--- config.mk ---
export PLATFORM = sky130hd
export DESIGN_NAME = fifo_rd_packer
export DESIGN_NICKNAME = d
export VERILOG_FILES = /design/src/rtl/fifo_rd_packer.sv
export SDC_FILE = /design/constraint.sdc
export NUM_CORES = 1
export LEC_CHECK = 0
export BUFFER_PORTS_ARGS = -buffer_cell sky130_fd_sc_hd__buf_2
export CORE_UTILIZATION = 56
export CTS_CLUSTER_SIZE = 20
export DETAILED_ROUTE_END_ITERATION = 8
export GPL_TIMING_DRIVEN = 0
export PLACE_DENSITY = 0.79
export SKIP_CTS_REPAIR_TIMING = 1
export SYNTH_ARGS = -nofsm -noshare
export SYNTH_HDL_FRONTEND = slang
export SYNTH_SLANG_ARGS = --single-unit
--- constraint.sdc ---
create_clock -name i_rclk -period 2.6 [get_ports i_rclk]
set_input_delay 0.39 -clock i_rclk [delete_from_list [all_inputs] [get_ports i_rclk]]
set_output_delay 0.39 -clock i_rclk [all_outputs]
set_load 0.01 [all_outputs]
--- src/rtl/fifo_rd_packer.sv ---
// Purpose : packs RATIO show-ahead FIFO words into one wide word, lane 0 first; i_flush emits a partial word.
// Latency : o_valid rises on the same edge that pops the word completing (or flushing) the output.
// Backpres: output register holds while i_ready=0; the completing pop and flush emission wait for out_free.
//
// Ports:
//   i_rclk, i_rrst          clock, asynchronous active-high reset
//   i_fifo_rdata/_empty     show-ahead FIFO read side; o_fifo_ren pops a word when the FIFO is non-empty
//   i_flush                 one-cycle request to emit the current partial word
//   o_data/o_keep/o_valid   packed word, lane-valid mask, valid; i_ready accepts
// Optional feature: define PACK_TIMEOUT_EN to auto-flush a partial word after TIMEOUT idle cycles.
module fifo_rd_packer #(
    parameter int IN_WIDTH = 8,
    parameter int RATIO    = 4,
    parameter int TIMEOUT  = 16
) (
    input  logic                        i_rclk,
    input  logic                        i_rrst,
    input  logic [IN_WIDTH-1:0]         i_fifo_rdata,
    input  logic                        i_fifo_empty,
    output logic                        o_fifo_ren,
    input  logic                        i_flush,
    output logic [IN_WIDTH*RATIO-1:0]   o_data,
    output logic [RATIO-1:0]            o_keep,
    output logic                        o_valid,
    input  logic                        i_ready
);
    localparam int CW = $clog2(RATIO);
    localparam int NW = CW + 1;
    localparam int OW = IN_WIDTH * RATIO;
    localparam logic [CW-1:0] LAST = CW'(RATIO - 1);

    typedef enum logic [1:0] {S_IDLE, S_FILL, S_FLUSH} state_t;

    state_t             state_q, state_d;
    logic [CW-1:0]      cnt_q, cnt_d;
    logic [OW-1:0]      acc_q, acc_d;
    logic [OW-1:0]      acc_ins;      // accumulator with this cycle's popped word in lane cnt
    logic [NW-1:0]      n_words;      // words held once this cycle's pop is counted
    logic [RATIO-1:0]   keep_part;
    logic [OW-1:0]      data_d;
    logic [RATIO-1:0]   keep_d;
    logic               valid_d;
    logic               out_free;
    logic               pop;
    logic               flush_req;
    logic               emit;

    assign out_free   = !o_valid || i_ready;
    // The word completing an output may only be popped when the output register can take it.
    assign o_fifo_ren = !i_fifo_empty && (state_q != S_FLUSH) &&
                        ((cnt_q != LAST) || out_free) && !i_rrst;
    assign pop        = o_fifo_ren;

`ifdef PACK_TIMEOUT_EN
    localparam int TW = $clog2(TIMEOUT + 1);
    logic [TW-1:0] to_cnt_q;
    logic          to_hit;

    // Fires on the TIMEOUT-th consecutive cycle in S_FILL without a pop.
    assign to_hit    = (state_q == S_FILL) && !pop && (to_cnt_q == TW'(TIMEOUT - 1));
    assign flush_req = i_flush || to_hit;

    always_ff @(posedge i_rclk or posedge i_rrst) begin
        if (i_rrst) begin
            to_cnt_q <= '0;
        end else if ((state_q == S_FILL) && (state_d == S_FILL) && !pop) begin
            to_cnt_q <= to_cnt_q + TW'(1);
        end else begin
            to_cnt_q <= '0;
        end
    end
`else
    logic unused_timeout;
    assign unused_timeout = ^TIMEOUT;
    assign flush_req      = i_flush;
`endif

    always_comb begin
        acc_ins = acc_q;
        for (int k = 0; k < RATIO; k++) begin
            if (pop && (CW'(k) == cnt_q)) begin
                acc_ins[k*IN_WIDTH +: IN_WIDTH] = i_fifo_rdata;
            end
        end
        n_words = {1'b0, cnt_q} + {{CW{1'b0}}, pop};
        for (int k = 0; k < RATIO; k++) begin
            keep_part[k] = (NW'(k) < n_words);
        end
    end

    always_comb begin
        state_d = state_q;
        cnt_d   = cnt_q;
        acc_d   = acc_q;
        data_d  = o_data;
        keep_d  = o_keep;
        valid_d = o_valid && !i_ready;
        emit    = 1'b0;

        if (pop && (cnt_q == LAST)) begin
            // Full word; any flush this cycle is satisfied by it.
            emit    = 1'b1;
            data_d  = acc_ins;
            keep_d  = '1;
            cnt_d   = '0;
            acc_d   = '0;
            state_d = S_IDLE;
        end else if (state_q == S_FLUSH) begin
            if (out_free) begin
                emit    = 1'b1;
                data_d  = acc_q;
                keep_d  = keep_part;
                cnt_d   = '0;
                acc_d   = '0;
                state_d = S_IDLE;
            end
        end else if (flush_req && ((state_q == S_FILL) || pop)) begin
            if (out_free) begin
                emit    = 1'b1;
                data_d  = acc_ins;      // unused lanes are zero: acc is cleared on every emission
                keep_d  = keep_part;
                cnt_d   = '0;
                acc_d   = '0;
                state_d = S_IDLE;
            end else begin
                acc_d   = acc_ins;
                cnt_d   = n_words[CW-1:0];
                state_d = S_FLUSH;
            end
        end else if (pop) begin
            acc_d   = acc_ins;
            cnt_d   = cnt_q + CW'(1);
            state_d = S_FILL;
        end

        if (emit) begin
            valid_d = 1'b1;
        end
    end

    always_ff @(posedge i_rclk or posedge i_rrst) begin
        if (i_rrst) begin
            state_q <= S_IDLE;
            cnt_q   <= '0;
            acc_q   <= '0;
            o_data  <= '0;
            o_keep  <= '0;
            o_valid <= 1'b0;
        end else begin
            state_q <= state_d;
            cnt_q   <= cnt_d;
            acc_q   <= acc_d;
            o_data  <= data_d;
            o_keep  <= keep_d;
            o_valid <= valid_d;
        end
    end
endmodule

==> Yosys cells after proc, flatten, opt, wreduce, memory -nomap -nowiden <==
Index checks and enable logic that the tools add are counted.
Widths: inputs -> output; s select.
{ "word_totals": {"ff_bits": 73, "input_bits": 13, "elab_cells": 79} }
{ "classes": {"add_sub_neg": 2, "n_lt_le_gt_ge": 4, "eq_ne": 10, "muxes": 35, "n_reduce_logical": 22} }
{ "ops": {"columns": ["operator", "count"], "rows": [
  ["$mux 32", 11],
  ["$mux 8", 4],
  ["$mux 2", 11],
  ["$mux 4", 4],
  ["$logic_and 1x1->1", 10],
  ["$lt 1x3->1 const A", 2],
  ["$lt 2x3->1 const A", 2],
  ["$ne 3x3->1 const B", 2],
  ["$mux 1", 5],
  ["$eq 2x2->1 const A", 2],
  ["$eq 2x2->1 const B", 2],
  ["$logic_not 1->1", 4],
  ["$ne 2x2->1 const B", 2],
  ["$reduce_bool 4->1", 1],
  ["$add 2x1->3", 1],
  ["$logic_or 1x1->1", 3],
  ["$reduce_and 3->1", 1],
  ["$reduce_bool 3->1", 1],
  ["$add 2x1->2 const B", 1],
  ["$eq 1x2->1 const A", 1],
  ["$eq 2x1->1 const B", 1],
  ["$logic_not 2->1", 1],
  ["$reduce_and 2->1", 1]
]} }

==> Logic depth before layout (Yosys ltp) <==
{ "depth": {"ltp_word": 11, "ltp_mapped": 9, "mapped_depth_nobuf": 9} }

==> Worst setup path before layout <==
Ideal clock, no wire load.
{ "synth_timing": {"kind": "register to register", "start": "register cnt_q[0]", "end": "register o_keep[2]", "setup_ns": 0.125, "arrival_ns": 2.113, "setup_slack_ns": 0.362, "stages_incl_launch_ff": 9, "n_path_buf": 0, "path_cell_list": "dfrtp_1 ha_1 and3b_1 nor3_4 ha_1 ha_1 nor2b_1 o21ai_0 mux2_2"} }
{ "synth_via": {"elab_chain_cells": 10, "elab_cells_between_ends": 15} }
{ "synth_rtl": {"columns": ["item", "line_no", "text"], "rows": [
  ["from (decl)", "35", "logic [CW-1:0] cnt_q, cnt_d;"],
  ["from (signal assigned)", "151", "cnt_q <= cnt_d;"],
  ["$ne 2x2->1 (*)", "51", "((cnt_q != LAST) || out_free) && !i_rrst;"],
  ["$logic_or 1x1->1 (*)", "51", null],
  ["$logic_and 1x1->1 (*)", "50", "assign o_fifo_ren = !i_fifo_empty && (state_q != S_FLUSH) &&"],
  ["$logic_and 1x1->1 (*)", "51", null],
  ["named net o_fifo_ren", "20", "output logic o_fifo_ren,"],
  ["$add 2x1->3", "85", "n_words = {1'b0, cnt_q} + {{CW{1'b0}}, pop};"],
  ["$lt 2x3->1", "87", "keep_part[k] = (NW'(k) < n_words);"],
  ["$mux 4", "109, 118", null],
  ["$mux 4", "117", "end else if (flush_req && ((state_q == S_FILL) || pop)) begin"],
  ["$mux 4", "108", "end else if (state_q == S_FLUSH) begin"],
  ["$mux 4", "100", "if (pop && (cnt_q == LAST)) begin"],
  ["to (signal assigned)", "154", "o_keep <= keep_d;"],
  ["to (decl)", "23", "output logic [RATIO-1:0] o_keep,"]
]} }
Mark *: on every way through the listed nets, which the timed path passes. The rest lies on a longest branch. The select of a mux whose other input is x is not followed.
A chain may end at the register's enable or synchronous reset.

==> Final worst setup path <==
{ "layout_timing": {"start": "register cnt_q[1]", "end": "register o_data[20]"} }
{ "layout_via": {"elab_chain_cells": 10, "elab_cells_between_ends": 19} }
{ "layout_rtl": {"columns": ["item", "line_no", "text"], "rows": [
  ["$ne 2x2->1", "51", null],
  ["$logic_or 1x1->1", "51", null],
  ["$logic_and 1x1->1", "50", null],
  ["$logic_and 1x1->1", "51", null],
  ["$logic_and 1x1->1", "81", "if (pop && (CW'(k) == cnt_q)) begin"],
  ["$mux 8", "81", null],
  ["$mux 32", "118", "if (out_free) begin"],
  ["$mux 32", "117", null],
  ["$mux 32", "108", null],
  ["$mux 32", "100", null],
  ["to (signal assigned)", "153", "o_data <= data_d;"],
  ["to (decl)", "22", "output logic [IN_WIDTH*RATIO-1:0] o_data,"]
]} }
Parallel ways exist; a longest one is shown, timed or not. The select of a mux whose other input is x is not followed.

==> flow_metrics.py <==
metrics = {
    "clocking": {
        "cts_made_buffers": 9,
        "path_clk_slew_ns": 0.08,
        "cts_buffer_depth": 2,
        "cts_sinks": 73,
        "tritoncts": "done",
        "root_buffer": "clkbuf_8",
        "clk_latency_ns": 0.34,
        "h-tree-depth": 3,
    },
    "sta": {
        "worst_slack_ns": 0.213,
        "tightest_slew_ns": 0.866,
        "min_period_over_period_pct": 91.8,
        "slew_headroom_pct": 42.3,
        "drv_slew": 0,
        "tns_ns": 0,
        "setup_viol": 0,
        "whs_ns": 0.257,
        "rsz0062_at_grt": "no",
        "post-route-min-period_ns": 2.39,
        "fmax_ghz": 0.419,
        "skew_ns": 0.00690,
        "hold_violations": 0,
    },
    "floorplan": {
        "rows": 27,
        "die_area_sq_um": 6300,
        "die_h_um": 79.4,
        "io_pins": 51,
        "die_x_um": 79.4,
        "start_util_pct": 59.4,
        "coreArea_sq_um": 5640,
    },
    "logic_synthesis": {
        "yosys-top-cells-count": "dfrtp_1 (73), nand2_1 (45), o21ai_0 (39), mux2i_1 (31), a22o_1 (23)",
        "ys_types": 39,
        "syn_inst": 299,
        "ys.flop_type": "dfrtp_1",
        "synthTopCellsByArea": "dfrtp_1 (54%), mux2i_1 (9.3%), a22o_1 (6.0%), o21ai_0 (5.8%), nand2_1 (5.0%)",
        "ys_seq_elements": 73,
        "avgSynthCellArea_sq_um": 11.2,
        "synth.most_common_cell": "dfrtp_1",
        "yosysTopAreaCell": "dfrtp_1",
        "netlist_area_sq_um": 3350,
        "synthArstFlopShare_pct": 100,
        "synth_top_cell_area_share_pct": 54.5,
        "synth-edff-count": 0,
        "yosysSeqAreaShare_pct": 54.5,
        "postSynthNetCount": 319,
        "yosys_warnings": 0,
    },
    "layout": {
        "drive_gt1_share_pct": 24.0,
        "fin_util_pct": 69.2,
        "nNetsFinal": 381,
        "area_growth_pct": 16.5,
        "instances_no_fill": 438,
        "diodes": 0,
        "fin_area_sq_um": 3910,
    },
    "critical_path": {
        "r2r_slack_ns": 0.21,
        "cp_num_buf_inv": 2,
        "crit_fanout": 10,
        "critPathLaunchType": "flip-flop",
        "cpMostUsedCell": "buf_2",
        "reg2reg_to": "o_data[20]",
        "critPathTopFamily": "compound AO/OA/AOI/OAI gates",
        "r2r-start": "cnt_q[1]",
        "critical_path_class": "reg2reg",
        "required_ns": 2.86,
        "crit_chain": "ha_1, nor2_1, o22ai_1, o21ai_1, buf_2, buf_2, nand2_1, o21ai_0",
        "cpMaxStageDelayCell": "o21ai_1",
        "critPathMaxStageDelay_ns": 0.48,
        "rr_worst_depth": 8,
        "crit_arrival_ns": 2.64,
        "cp-end-kind": "flip-flop",
    },
    "placed_design": {
        "place_area_sq_um": 3690,
        "hpwl_um": 5060,
        "gp_congestion": 0.877,
        "port_buffers": 50,
        "placed_cells": 421,
        "post-place-ws_ns": 0.131,
    },
    "global_route": {
        "grt_pass1_vias": 2445,
        "grt_max_degree": 74,
        "grt_pass1_wl_um": 12500,
        "grt_overflow": 0,
        "grt_usage_pct": 26.5,
        "antenna_found_initial": 0,
    },
    "run": {
        "drv_cap": 0,
    },
    "detailed_routing": {
        "ant_nets": 0,
        "drt-initial-drc-count": 171,
        "wirelength_um": 7540,
        "viasPerCell": 5.85,
        "dr.pass1.iters": 4,
        "vias": 2562,
        "post-route-drc-count": 0,
        "post_drt_wl_per_cell_um": 17.2,
    },
    "power": {
        "power_density_nw_per_um2": 731,
        "finalPower_mw": 2.85,
        "leakage_nw": 2.15,
        "ir_drop_mv": 0.372,
    },
    "worst_hold_path": {
        "hp-class": "in2async",
    },
    "outcome": {
        "status": "finished, final reports clean",
    },
}
[cells in the final DEF, fill, tap and decap left out, types with 2 or more instances in the layout]
| master | n |
|---|---|
| nand2b_1 | 3 |
| nand3_1 | 3 |
| nor2b_1 | 4 |
| clkbuf_8 | 10 |
| buf_2 | 55 |
| ha_1 | 7 |
| mux2i_1 | 31 |
| nand2_1 | 45 |
| nor2_8 | 2 |
| nand2_4 | 3 |
| o21ai_2 | 2 |
| o22ai_1 | 2 |
| o22ai_2 | 2 |
| clkbuf_1 | 6 |
| mux2_2 | 2 |
| clkinv_2 | 2 |
| dfrtp_1 | 73 |
| and3_1 | 2 |
| a21oi_1 | 4 |
| o21ai_0 | 39 |
| a221o_1 | 2 |
| and2_1 | 9 |
| a22o_1 | 23 |
| or3_1 | 2 |
| inv_1 | 3 |
| nor2_1 | 9 |
[where the power goes]
group          switching [mW]  total, mW  internal (mW)
Combinational           0.373      0.603          0.230
Sequential             0.0772       1.35           1.27
Clock                   0.433      0.904          0.471
Total                   0.883       2.85           1.97
[cells by family (layout without fill, tap and decap cells)]
| family | after synthesis | count (layout) | share of synthesized area (%) |
|---|---|---|---|
| flops | 73 | 73 | 54.5 |
| mux | 33 | 33 | 9.93 |
| buf+inv | 16 | 83 | 2.20 |
| compound gates | 81 | 81 | 16.5 |
| fa+ha+maj | 7 | 7 | 2.61 |
| simple gates | 89 | 89 | 14.3 |
[per-layer routing]
layer	GRT usage (%)	part of all wire [%]	vias up
met5	0	0	-
met4	7.64	1.6	0
met3	5.29	4.8	13
met2	41.7	48	72
met1	37.3	46	1289
li1	-	-	1188
[worst register-to-register path, delay by kind of cell, from the launching register on]
kind,cells,cell delay (ns)
buffers and inverters,2,0.56
adders and majority gates,1,0.32
AOI/OAI and AO/OA,3,0.69
and+or+nand+nor,2,0.29
DFF,1,0.45
[sequential cells by signal, summed over array words and instances, names as in the netlist]
register and flops:
state_q 2, o_valid 1, o_data 32, o_keep 4
cnt_q 2, acc_q 32
[layout make-up]
type | instances | area [sq um]
tap | 72 | 90.1
clock buffer | 10 | 138
timing repair buffer | 51 | 258
fill | 441 | 1740
multi-input combinational | 210 | 1450
sequential | 73 | 1830
inverter | 4 | 17.5
buffer | 12 | 58.8
clock inverter | 6 | 65.1
[worst max-delay path by stage]
| stage | from | endpoint | slack, ns | cells past startpoint |
|---|---|---|---|---|
| 6_report | cnt_q[1] | o_data[20] | 0.21 | 8 |
| 5_1_grt | cnt_q[0] | o_data[24] | 0.04 | 8 |
| 4_1_cts | cnt_q[1] | o_keep[2] | 0.12 | 8 |
| 3_5_place_dp | cnt_q[0] | o_keep[2] | 0.13 | 8 |
| 3_3_place_gp | i_rrst | o_data[1] | -0.49 | 2 |
| 2_1_floorplan | i_rrst | acc_q[0] | 0.36 | 1 |
No activity file was read; power rests on OpenSTA's default activity.
